===== config.mk =====
export PLATFORM = sky130hd
export DESIGN_NAME = div_seq
export DESIGN_NICKNAME = d
export VERILOG_FILES = /design/src/rtl/div_seq.sv
export SDC_FILE = /design/constraint.sdc
export NUM_CORES = 1
export LEC_CHECK = 0
export CORE_MARGIN = 2
export CORE_UTILIZATION = 55
export CTS_CLUSTER_SIZE = 12
export DETAILED_ROUTE_END_ITERATION = 8
export PLACE_DENSITY = 0.77
export SYNTH_ARGS = -nofsm -noshare
export SYNTH_HDL_FRONTEND = slang
export SYNTH_SLANG_ARGS = --single-unit

===== constraint.sdc =====
create_clock -name clk -period 4.5 [get_ports clk]
set_input_delay 1.125 -clock clk [delete_from_list [all_inputs] [get_ports clk]]
set_output_delay 1.125 -clock clk [all_outputs]
set_load 0.02 [all_outputs]

===== src/rtl/div_seq.sv =====
// rtl/div_seq.sv - sequential signed restoring divider with init/stop handshake
//
// Purpose: divides a by b one quotient bit per clock. lo receives the quotient
// (truncated toward zero) and hi the remainder (sign of the dividend).
// Operands are made positive before the loop and the signs are restored after it.
//
// Ports:
//   clk          system clock, rising edge
//   reset        asynchronous active-low reset
//   a, b         dividend / divisor, captured when div_init is accepted in IDLE
//   div_unsigned optional (DIV_UNSIGNED_EN), 1 = unsigned divide, sampled with div_init
//   div_busy     high in every state except IDLE
//   div_stop     one-cycle completion strobe (DONE state)
//   div_zero     divide-by-zero flag, held until the next accepted div_init
//   hi, lo       remainder / quotient, change only in FIX
//
// Build option: define DIV_UNSIGNED_EN to add the div_unsigned port.
module div_seq #(
  parameter int WIDTH = 32
) (
  input  logic             clk,
  input  logic             reset,
  input  logic [WIDTH-1:0] a,
  input  logic [WIDTH-1:0] b,
  input  logic             div_init,
`ifdef DIV_UNSIGNED_EN
  input  logic             div_unsigned,
`endif
  output logic             div_busy,
  output logic             div_stop,
  output logic             div_zero,
  output logic [WIDTH-1:0] hi,
  output logic [WIDTH-1:0] lo
);

  localparam int CW = $clog2(WIDTH);

  localparam logic [2:0] IDLE = 3'd0;
  localparam logic [2:0] PREP = 3'd1;
  localparam logic [2:0] RUN  = 3'd2;
  localparam logic [2:0] FIX  = 3'd3;
  localparam logic [2:0] DONE = 3'd4;

  logic [2:0]       state_q, state_d;
  logic [WIDTH-1:0] a_q, a_d, b_q, b_d;
  logic [WIDTH-1:0] q_q, q_d, rem_q, rem_d, dvsr_q, dvsr_d;
  logic [CW-1:0]    cnt_q, cnt_d;
  logic             qneg_q, qneg_d, rneg_q, rneg_d;
  logic [WIDTH-1:0] hi_q, hi_d, lo_q, lo_d;
  logic             zero_q, zero_d;
  logic             busy_q, stop_q;
  logic             is_uns;

`ifdef DIV_UNSIGNED_EN
  logic uns_q, uns_d;
  assign is_uns = uns_q;
`else
  assign is_uns = 1'b0;
`endif

  // Magnitudes; -2^(WIDTH-1) negates to itself, which is the correct unsigned value.
  logic [WIDTH-1:0] a_abs, b_abs;
  assign a_abs = (!is_uns && a_q[WIDTH-1]) ? -a_q : a_q;
  assign b_abs = (!is_uns && b_q[WIDTH-1]) ? -b_q : b_q;

  // Shifted partial remainder is WIDTH+1 bits wide; the difference always fits
  // in WIDTH bits when the subtraction is taken.
  logic [WIDTH:0]   rem_sh;
  logic             rem_ge;
  logic [WIDTH-1:0] rem_diff;
  assign rem_sh   = {rem_q, q_q[WIDTH-1]};
  assign rem_ge   = rem_sh >= {1'b0, dvsr_q};
  assign rem_diff = rem_sh[WIDTH-1:0] - dvsr_q;

  always_comb begin
    state_d = state_q;
    a_d     = a_q;
    b_d     = b_q;
    q_d     = q_q;
    rem_d   = rem_q;
    dvsr_d  = dvsr_q;
    cnt_d   = cnt_q;
    qneg_d  = qneg_q;
    rneg_d  = rneg_q;
    hi_d    = hi_q;
    lo_d    = lo_q;
    zero_d  = zero_q;
`ifdef DIV_UNSIGNED_EN
    uns_d   = uns_q;
`endif
    case (state_q)
      IDLE: begin
        if (div_init) begin
          a_d     = a;
          b_d     = b;
          zero_d  = 1'b0;
`ifdef DIV_UNSIGNED_EN
          uns_d   = div_unsigned;
`endif
          state_d = PREP;
        end
      end
      PREP: begin
        if (b_q == '0) begin
          zero_d  = 1'b1;
          state_d = DONE;
        end else begin
          q_d     = a_abs;
          dvsr_d  = b_abs;
          qneg_d  = !is_uns && (a_q[WIDTH-1] ^ b_q[WIDTH-1]);
          rneg_d  = !is_uns && a_q[WIDTH-1];
          rem_d   = '0;
          cnt_d   = '0;
          state_d = RUN;
        end
      end
      RUN: begin
        rem_d = rem_ge ? rem_diff : rem_sh[WIDTH-1:0];
        q_d   = {q_q[WIDTH-2:0], rem_ge};
        cnt_d = cnt_q + 1'b1;
        if (cnt_q == CW'(WIDTH - 1)) state_d = FIX;
      end
      FIX: begin
        lo_d    = qneg_q ? -q_q : q_q;
        hi_d    = rneg_q ? -rem_q : rem_q;
        state_d = DONE;
      end
      DONE:    state_d = IDLE;
      default: state_d = IDLE;
    endcase
  end

  always_ff @(posedge clk or negedge reset) begin
    if (!reset) begin
      state_q <= IDLE;
      a_q     <= '0;
      b_q     <= '0;
      q_q     <= '0;
      rem_q   <= '0;
      dvsr_q  <= '0;
      cnt_q   <= '0;
      qneg_q  <= 1'b0;
      rneg_q  <= 1'b0;
      hi_q    <= '0;
      lo_q    <= '0;
      zero_q  <= 1'b0;
      busy_q  <= 1'b0;
      stop_q  <= 1'b0;
`ifdef DIV_UNSIGNED_EN
      uns_q   <= 1'b0;
`endif
    end else begin
      state_q <= state_d;
      a_q     <= a_d;
      b_q     <= b_d;
      q_q     <= q_d;
      rem_q   <= rem_d;
      dvsr_q  <= dvsr_d;
      cnt_q   <= cnt_d;
      qneg_q  <= qneg_d;
      rneg_q  <= rneg_d;
      hi_q    <= hi_d;
      lo_q    <= lo_d;
      zero_q  <= zero_d;
      busy_q  <= (state_d != IDLE);
      stop_q  <= (state_d == DONE);
`ifdef DIV_UNSIGNED_EN
      uns_q   <= uns_d;
`endif
    end
  end

  assign div_busy = busy_q;
  assign div_stop = stop_q;
  assign div_zero = zero_q;
  assign hi       = hi_q;
  assign lo       = lo_q;

endmodule


==> impl_metrics.tcl, run 1 <==
set metrics [dict create \
    route.vias.total 10700 \
    grt_pass1_wl_um 53300 \
    synth_top_family_by_area "compound AO/OA/AOI/OAI gates" \
    worst_path_max_delay_cell "nor2_4" \
    tightest_slew_ps 1110 \
    drv_cap 0 \
    final_common_cell "dfrtp_1" \
    synthTopCellsByArea "dfrtp_1 (45%), xor2_1 (7.0%), o21ai_0 (6.8%)" \
    clock-sinks 237 \
    yosys.area.top_type_share_pct 44.6 \
    routed_wl_um 32100 \
    synthCells 1416 \
    grtUsageMet1_pct 38.9 \
    period_needed_ps 3630 \
    globalRouteMet2Util_pct 38.5 \
    yosys_warnings 0 \
    synth_edf_count 0 \
    ys_seq_elements 237 \
    async_reset_ff_share_pct 100 \
    r2r_cells 10 \
    grt_max_degree 129 \
    finalSetupViolations 0 \
    hold_depth 2 \
    worstSetupPathType "flop to flop" \
    crit_path_max_incr_delay_ps 630 \
    pin_count 134 \
    synthAdderAreaFrac_pct 3.73 \
    htreeDepth 1 \
    fp.coreArea_um2 23600 \
    ant_nets 0 \
    clockRootBuffer "clkbuf_16" \
    groute.usage.overall_pct 25.4 \
    outcome "finished, final reports clean" \
    rsz0062_at_grt "no" \
    wl_per_cell_um 17.3 \
    use_met3_pct 3.75 \
    reg2reg_slack_ps 870 \
    finalSetupTns_ps 0 \
    yosys.area_share.simple_pct 13.7 \
    diodes 0 \
    cts.hold.buffers_added 0 \
    start_util_pct 56.3 \
    die_h_um 159 \
    r2r-end "rem_q[9]" \
    stdcell_count 1854 \
    drt_iter0_markers 703 \
    place.gp.congestion 0.959 \
    synth_compound_area_share_pct 18.3 \
    drive_gt1_share_pct 9.25 \
    ys_seq_area_share_pct 44.6 \
    worstReg2RegStart "b_q[2]" \
    endpoint "rem_q[9]" \
    p_per_area_nw_per_um2 859 \
    cts_tree "built" \
    clock_latency_ps 530 \
    crit_fanout 26 \
    cp-end-kind "flop" \
    grt_pass1_vias 10300 \
    top_usage_layer "met1" \
    crit_path_cell_trace "nor4_1, nand3_1, nor3_1, nand4_1, nor4_2, nor2b_2, nor2_4, buf_4, a32oi_1, o21ai_0" \
    nNetsFinal 1624 \
    cp.required_ps 4940 \
    fin_crit_sh_pct 80.7 \
    timing.slew.headroom_pct 25.8 \
    ctsResizeCount 0 \
    hp-class "flop to flop" \
    setup_ws_ps 868 \
    timing.final.max_slew_violations 0 \
    drc 0 \
    synth_fp_nets 1522 \
    synthFlopType "dfrtp_1" \
    synth_area_um2 13300 \
    dr.pass1.iters 5 \
    design_power_total_mw 13.5 \
    cts_buffers 26 \
    muxShareOfSynthArea_pct 6.22 \
    skew_ps 11.0 \
    antenna_found_initial 0 \
    grt_overflow 0 \
    synth-xor-area-share_pct 9.69 \
    dpl.hpwl_um 23300 \
    startpoint_type "flop" \
    final_cell_mix "dfrtp_1 (237), nand2_1 (205), o21ai_0 (180), clkdlybuf4s50_1 (132), xor2_1 (106)" \
    yosys.area.top_type "dfrtp_1" \
    ys_types 61 \
    area_delta_synth_final_pct 18.7 \
    ctsLongestPathBuffers 3 \
    startpoint "b_q[2]" \
    fmax_mhz 275 \
    finalHoldViolCount 0 \
    vias_per_cell 5.77 \
    rows 56 \
    place_ws_ps 921 \
    syn_avg_cell_area_um2 9.38 \
    cts_setup_buffers 0 \
    dp_cells 1809 \
    numPortBuffers 133 \
    p_leak_nw 6.77 \
    max-vdd-ir-drop_mv 0.482 \
    cp.arrival_ps 4080 \
    die_area_um2 25400 \
    die_w_um 159 \
    path_clk_slew_ps 60 \
]
[worst max-delay path: cells and delay by family, from the launching register on]
| family | cells | cell delay [ps] |
|---|---|---|
| AND/OR/NAND/NOR | 7 | 2570 |
| buffers and inverters | 1 | 340 |
| AO/OA/AOI/OAI | 2 | 190 |
| flip-flops | 1 | 430 |
[flip-flops by register name (all words and copies together) (netlist names)]
name	count
qneg_q	1
rneg_q	1
lo	32
q_q	32
b_q	32
a_q	32
state_q	3
div_busy	1
div_zero	1
hi	32
rem_q	32
div_stop	1
dvsr_q	32
cnt_q	5
[stage by stage]
stage	cell area [um2]	hold WS (ps)	util, %
final	15800	473	66.8
after detailed placement	14900	469	63.1
after global routing	15800	498	66.8
after floorplan	13300	449	-
after CTS	15800	481	66.8
after global placement	14900	462	63.1
[worst min path at each step]
stage,slack [ps],startpoint,to
after global placement,460,lo[10],lo[10]
final,470,hi[8],hi[8]
after CTS,480,hi[8],hi[8]
after detailed placement,470,hi[8],hi[8]
after global routing,500,hi[8],hi[8]
after floorplan,450,cnt_q[3],cnt_q[3]
[cells in the mapped netlist (5+ instances only)]
| library cell | n |
|---|---|
| a21o_1 | 16 |
| a21oi_1 | 52 |
| a221o_1 | 8 |
| a22oi_1 | 20 |
| a32oi_1 | 7 |
| and3_1 | 6 |
| buf_1 | 5 |
| clkbuf_1 | 67 |
| dfrtp_1 | 237 |
| ha_1 | 38 |
| inv_1 | 48 |
| mux2_2 | 60 |
| mux2i_1 | 15 |
| nand2_1 | 206 |
| nand2b_1 | 10 |
| nand3_1 | 21 |
| nand3b_1 | 5 |
| nand4_1 | 9 |
| nor2_1 | 47 |
| nor2b_1 | 5 |
| nor3_1 | 20 |
| nor4_1 | 5 |
| o211ai_1 | 5 |
| o21ai_0 | 180 |
| o21ai_1 | 35 |
| o21bai_1 | 5 |
| o31ai_1 | 36 |
| o41ai_1 | 11 |
| or3_1 | 15 |
| or4_1 | 18 |
| xnor2_1 | 41 |
| xor2_1 | 106 |
[cell families after synthesis]
kind of cell,after synthesis
AO/OA/AOI/OAI,403
XOR/XNOR,147
adder cells (fa/ha/maj),39
buffers and inverters,126
flip-flops,237
multiplexers,75
AND/OR/NAND/NOR,389
[routing by layer]
metal  routed length [um]  up-vias
met5                    0        -
met4                  389        0
met3                 2050       23
met2                13900      322
met1                15800     5130
li1                     -     5230
[where the power goes]
part	total, mW	internal (mW)	switching, mW	leakage (nW)
Clock	2.17	1.33	0.838	0.421
Sequential	4.35	3.11	1.24	2.96
Combinational	7.03	3.11	3.92	3.39
Total	13.5	7.55	6.00	6.77
[final cells by class]
cell class              count  area, um2
repair buffers            151       1480
well taps                 319        399
inverters                  49        184
clock inverters             6        108
multi-input cells        1053       6900
clock buffers              39        761
flip-flops and latches    237       5930
fillers                  1899       7840
Power figures use the tool's default switching activity.
==> inputs of run 2 (changes only) <==
--- a/config.mk
+++ b/config.mk
@@ -6,7 +6,7 @@
 export NUM_CORES = 1
 export LEC_CHECK = 0
 export CORE_MARGIN = 2
-export CORE_UTILIZATION = 55
+export CORE_UTILIZATION = 52
 export CTS_CLUSTER_SIZE = 12
 export DETAILED_ROUTE_END_ITERATION = 8
 export PLACE_DENSITY = 0.77
==> constraint.sdc (replaced) <==
create_clock -name clk -period 3.05 [get_ports clk]
set_input_delay 0.7625 -clock clk [delete_from_list [all_inputs] [get_ports clk]]
set_output_delay 0.7625 -clock clk [all_outputs]
set_load 0.02 [all_outputs]
==> impl_metrics.tcl, run 2 (synthesis gave the netlist of run 1 again) <==
set metrics [dict create \
    outcome "finished, violations left" \
    violations "setup timing" \
    swShare_pct 43.5 \
    cp-end-kind "flop" \
    cts.hold.buffers_added 0 \
    dpl.hpwl_um 25200 \
    routed_wl_um 34700 \
    numPortBuffers 133 \
    crit_fanout 4 \
    power_frac_comb_pct 58.5 \
    area_delta_synth_final_pct 29.1 \
    groute.usage.overall_pct 25.3 \
    p_per_area_nw_per_um2 1290 \
    htreeDepth 1 \
    drc 0 \
    die_h_um 164 \
    p_seq_share_pct 27.5 \
    grt_overflow 0 \
    hp-class "input port to asynchronous set/reset pin" \
    multi_input_area_um2 7290 \
    antenna_found_initial 0 \
    wl_per_cell_um 17.5 \
    start_util_pct 52.9 \
    place_ws_ps -192 \
    route.vias.total 11400 \
    fmax_mhz 307 \
    rows 58 \
    drt_iter0_markers 949 \
    fin_crit_sh_pct 107 \
    path_clk_slew_ps 60 \
    worstReg2RegStart "rem_q[0]" \
    final_cell_mix "dfrtp_1 (237), nand2_1 (196), o21ai_0 (176), clkdlybuf4s50_1 (132), buf_4 (118)" \
    dr.pass1.iters 5 \
    skew_ps 11.9 \
    fillers 1968 \
    crit_family "simple AND/OR/NAND/NOR gates" \
    crit_path_max_incr_delay_ps 420 \
    crit_path_cell_trace "inv_2, ha_4, or3b_4, or4_4, or3_1, or2_1, or3_4, buf_4, o31ai_4, xor2_1, o21ai_1" \
    grt_max_degree 129 \
    p_leak_nw 7.46 \
    startpoint_type "flop" \
    r2r-end "hi[24]" \
    die_w_um 164 \
    reg2reg_slack_ps -210 \
    drive_gt1_share_pct 18.8 \
    worst_path_max_delay_cell "or4_4" \
    nNetsFinal 1739 \
    cts_buffers 26 \
    clkPwrFrac_pct 14.0 \
    timing.final.max_slew_violations 0 \
    final_common_cell "dfrtp_1" \
    worst-path-buf-inv 2 \
    cts_tree "built" \
    finalSetupViolations 9 \
    grt_pass1_wl_um 54700 \
    finalHoldViolCount 0 \
    p_int_mw 12.5 \
    diodes 0 \
    vias_per_cell 5.73 \
    place.gp.congestion 0.919 \
    max-vdd-ir-drop_mv 0.620 \
    ant_nets 0 \
    grt_pass1_vias 10700 \
    r2r_cells 11 \
    tightest_slew_ps 1230 \
    clockRootBuffer "clkbuf_16" \
    pin_count 134 \
    design_power_total_mw 22.1 \
    switchingPower_mw 9.62 \
    cp.required_ps 3410 \
    ff_latch_area_um2 5930 \
    timing.slew.headroom_pct 17.7 \
    rsz0062_at_grt "yes" \
    die_area_um2 26800 \
    period_needed_ps 3260 \
    ctsLongestPathBuffers 3 \
    setup_ws_ps -212 \
    worstSetupPathType "flop to flop" \
    clock_latency_ps 530 \
    clock-sinks 237 \
    fp.coreArea_um2 25100 \
    cp.arrival_ps 3630 \
    drv_cap 0 \
]
-- run 2: through the flow --
step                      TNS [ps]  std cells  hold WS (ps)  instance area, um2  utilization [%]
after global routing         -2970       1980           197               17200             68.3
after CTS                     -552       1966           169               16700             66.5
after detailed placement      -968       1915           470               15700             62.6
after global placement        -232       1915           460               15700             62.6
after floorplan               -162       1416           449               13300                -
final                         -894       1980           158               17200             68.3
-- run 2: worst max path at each step --
stage	start	end	slack (ps)	cells past startpoint
after floorplan	rem_q[0]	hi[28]	-90	11
after global placement	rem_q[1]	hi[28]	-90	11
after detailed placement	rem_q[1]	hi[28]	-190	11
after CTS	rem_q[0]	hi[22]	-140	10
after global routing	rem_q[0]	hi[24]	-320	11
final	rem_q[0]	hi[24]	-210	11
-- run 2: layout make-up --
cell class / instances / area share, %
Inverter: 49 / 1.07
Sequential cell: 237 / 34.6
Tap cell: 330 / 2.41
Timing Repair Buffer: 266 / 14.6
Clock inverter: 5 / 0.474
Clock buffer: 40 / 4.40
Multi-Input combinational cell: 1053 / 42.5
-- run 2: what timing repair did --
item / 4_1_cts / 5_1_grt
setup endpoints to repair: 14 / 62
pin swaps: 14 / 30
setup buffers: 6 / 12
resized for setup: 21 / 57
cloned: 0 / 2
-- run 2: power by group through the flow --
stage               registers, mW  logic [mW]  clock network [mW]
global placement             5.94        11.6                   0
floorplan                    6.15        7.40                   0
finish                       6.06        12.9                3.10
detailed placement           6.03        11.9                   0
global route                 6.25        14.1                3.28
CTS                          5.99        12.1                3.15
-- run 2: worst register-to-register path: stages, from the launching register on --
cell,delay (ps)
dfrtp_1,390
inv_2,90
ha_4,130
or3b_4,380
or4_4,420
or3_1,380
or2_1,230
or3_4,410
buf_4,160
o31ai_4,160
xor2_1,240
o21ai_1,110
-- run 2: routing by layer --
layer	wire, um	GRT usage (%)	part of all wire [%]	vias to the layer above
met4	676	6.18	1.9	0
met1	16300	37.9	47	5479
met3	2210	3.56	6.4	51
met2	15500	38.8	45	360
met5	0	0	0	-
li1	-	-	-	5465
==> inputs of run 3 (changes only) <==
--- a/config.mk
+++ b/config.mk
@@ -9,7 +9,10 @@
 export CORE_UTILIZATION = 52
 export CTS_CLUSTER_SIZE = 12
 export DETAILED_ROUTE_END_ITERATION = 8
+export GPL_ROUTABILITY_DRIVEN = 0
+export HOLD_SLACK_MARGIN = 0.03
 export PLACE_DENSITY = 0.77
+export SKIP_CTS_REPAIR_TIMING = 1
 export SYNTH_ARGS = -nofsm -noshare
 export SYNTH_HDL_FRONTEND = slang
 export SYNTH_SLANG_ARGS = --single-unit
==> impl_metrics.tcl, run 3 (synthesis gave the netlist of run 1 again) <==
set metrics [dict create \
    cts_tree "built" \
    grt_pass1_wl_um 53900 \
    clkPwrFrac_pct 15.0 \
    worstSetupPathType "flop to flop" \
    wl_per_cell_um 17.5 \
    cp.arrival_ps 3560 \
    ant_nets 0 \
    max-vdd-ir-drop_mv 0.624 \
    drc 0 \
    drt_iter0_markers 1136 \
    setup_ws_ps -120 \
    htreeDepth 1 \
    die_w_um 164 \
    clock-sinks 237 \
    cp-end-kind "flop" \
    die_area_um2 26800 \
    dr.pass1.iters 5 \
    grt_pass1_vias 10600 \
    p_per_area_nw_per_um2 1300 \
    p_seq_share_pct 27.7 \
    die_h_um 164 \
    final_util_pct 67.1 \
    dpl.hpwl_um 24700 \
    outcome "finished, violations left" \
    fp.coreArea_um2 25100 \
    rows 58 \
    fin_crit_sh_pct 104 \
    vias_per_cell 5.82 \
    tightest_slew_ps 1100 \
    ctsLongestPathBuffers 3 \
    r2r_cells 11 \
    clock_latency_ps 540 \
    area_delta_synth_final_pct 26.9 \
    startpoint_type "flop" \
    reg2reg_slack_ps -120 \
    swShare_pct 43.5 \
    path_clk_slew_ps 60 \
    postPlaceCellArea_um2 15600 \
    r2r-end "hi[28]" \
    power_frac_comb_pct 57.3 \
    stdcell_count 1957 \
    numPortBuffers 133 \
    skew_ps 16.9 \
    startpoint "rem_q[0]" \
    routed_wl_um 34300 \
    final_cell_mix "dfrtp_1 (237), nand2_1 (203), o21ai_0 (174), clkdlybuf4s50_1 (132), xor2_1 (106)" \
    route.vias.total 11400 \
    design_power_total_mw 21.8 \
    cp.required_ps 3440 \
    fmax_mhz 315 \
    clockRootBuffer "clkbuf_16" \
    pin_count 134 \
    drv_cap 0 \
    timing.slew.headroom_pct 26.6 \
    diodes 0 \
    p_leak_nw 7.34 \
    hp-class "input port to asynchronous set/reset pin" \
    fin_area_um2 16900 \
    grt_overflow 0 \
    finalHoldViolCount 0 \
    drive_gt1_share_pct 16.8 \
    timing.final.max_slew_violations 0 \
    grt_max_degree 129 \
    cts_buffers 26 \
    antenna_found_initial 0 \
    crit_fanout 4 \
    groute.usage.overall_pct 24.8 \
    dp_cells 1901 \
    rsz0062_at_grt "yes" \
    p_int_mw 12.3 \
    finalSetupViolations 10 \
    worstReg2RegStart "rem_q[0]" \
    violations "setup timing" \
    switchingPower_mw 9.50 \
    nNetsFinal 1719 \
    start_util_pct 52.9 \
    place_ws_ps -186 \
    period_needed_ps 3170 \
    final_common_cell "dfrtp_1" \
]
==> run 3: how the worst max path moves through the flow <==
stage	slack (ps)	to	cells past startpoint
6_report	-120	hi[28]	11
5_1_grt	-250	hi[30]	11
3_3_place_gp	-80	hi[28]	11
2_1_floorplan	-90	hi[28]	11
3_5_place_dp	-190	hi[28]	11
4_1_cts	-230	hi[24]	10
==> run 3: through the flow <==
stage               hold slack, ps  TNS, ps
finish                         202     -565
global route                   248    -3710
CTS                            221    -1100
detailed placement             469     -921
global placement               460     -220
floorplan                      449     -162
==> run 3: critical path: stages (launching register included) <==
cell and delay [ps]:
dfrtp_1 390, inv_2 90, ha_4 140, or3b_4 370
or4_4 430, or3_4 380, or2_1 230, or3_4 400
nand2b_4 180, o31ai_4 190, xor2_1 160, o21ai_1 70
==> run 3: cell type report <==
type                            instances  area (um2)
Multi-Input combinational cell       1053        7120
Clock inverter                          7         138
Timing Repair Buffer                  246        2330
Sequential cell                       237        5930
Inverter                               49         184
Tap cell                              330         413
Fill cell                            1975        8260
Clock buffer                           35         746
==> run 3: metal layers <==
| metal | up-vias | GRT usage, % | wire (um) |
|---|---|---|---|
| met5 | - | 0 | 0 |
| met4 | 0 | 5.90 | 779 |
| met3 | 70 | 3.79 | 2750 |
| met2 | 474 | 36.6 | 15000 |
| met1 | 5443 | 38.4 | 15800 |
| li1 | 5410 | - | - |
==> run 3: power groups by stage <==
stage	clock, mW	sequential [mW]	combinational, mW
3_3_place_gp	0	5.94	11.2
3_5_place_dp	0	6.04	11.5
5_1_grt	3.46	6.24	13.7
2_1_floorplan	0	6.15	7.40
6_report	3.28	6.05	12.5
4_1_cts	3.33	5.99	11.6
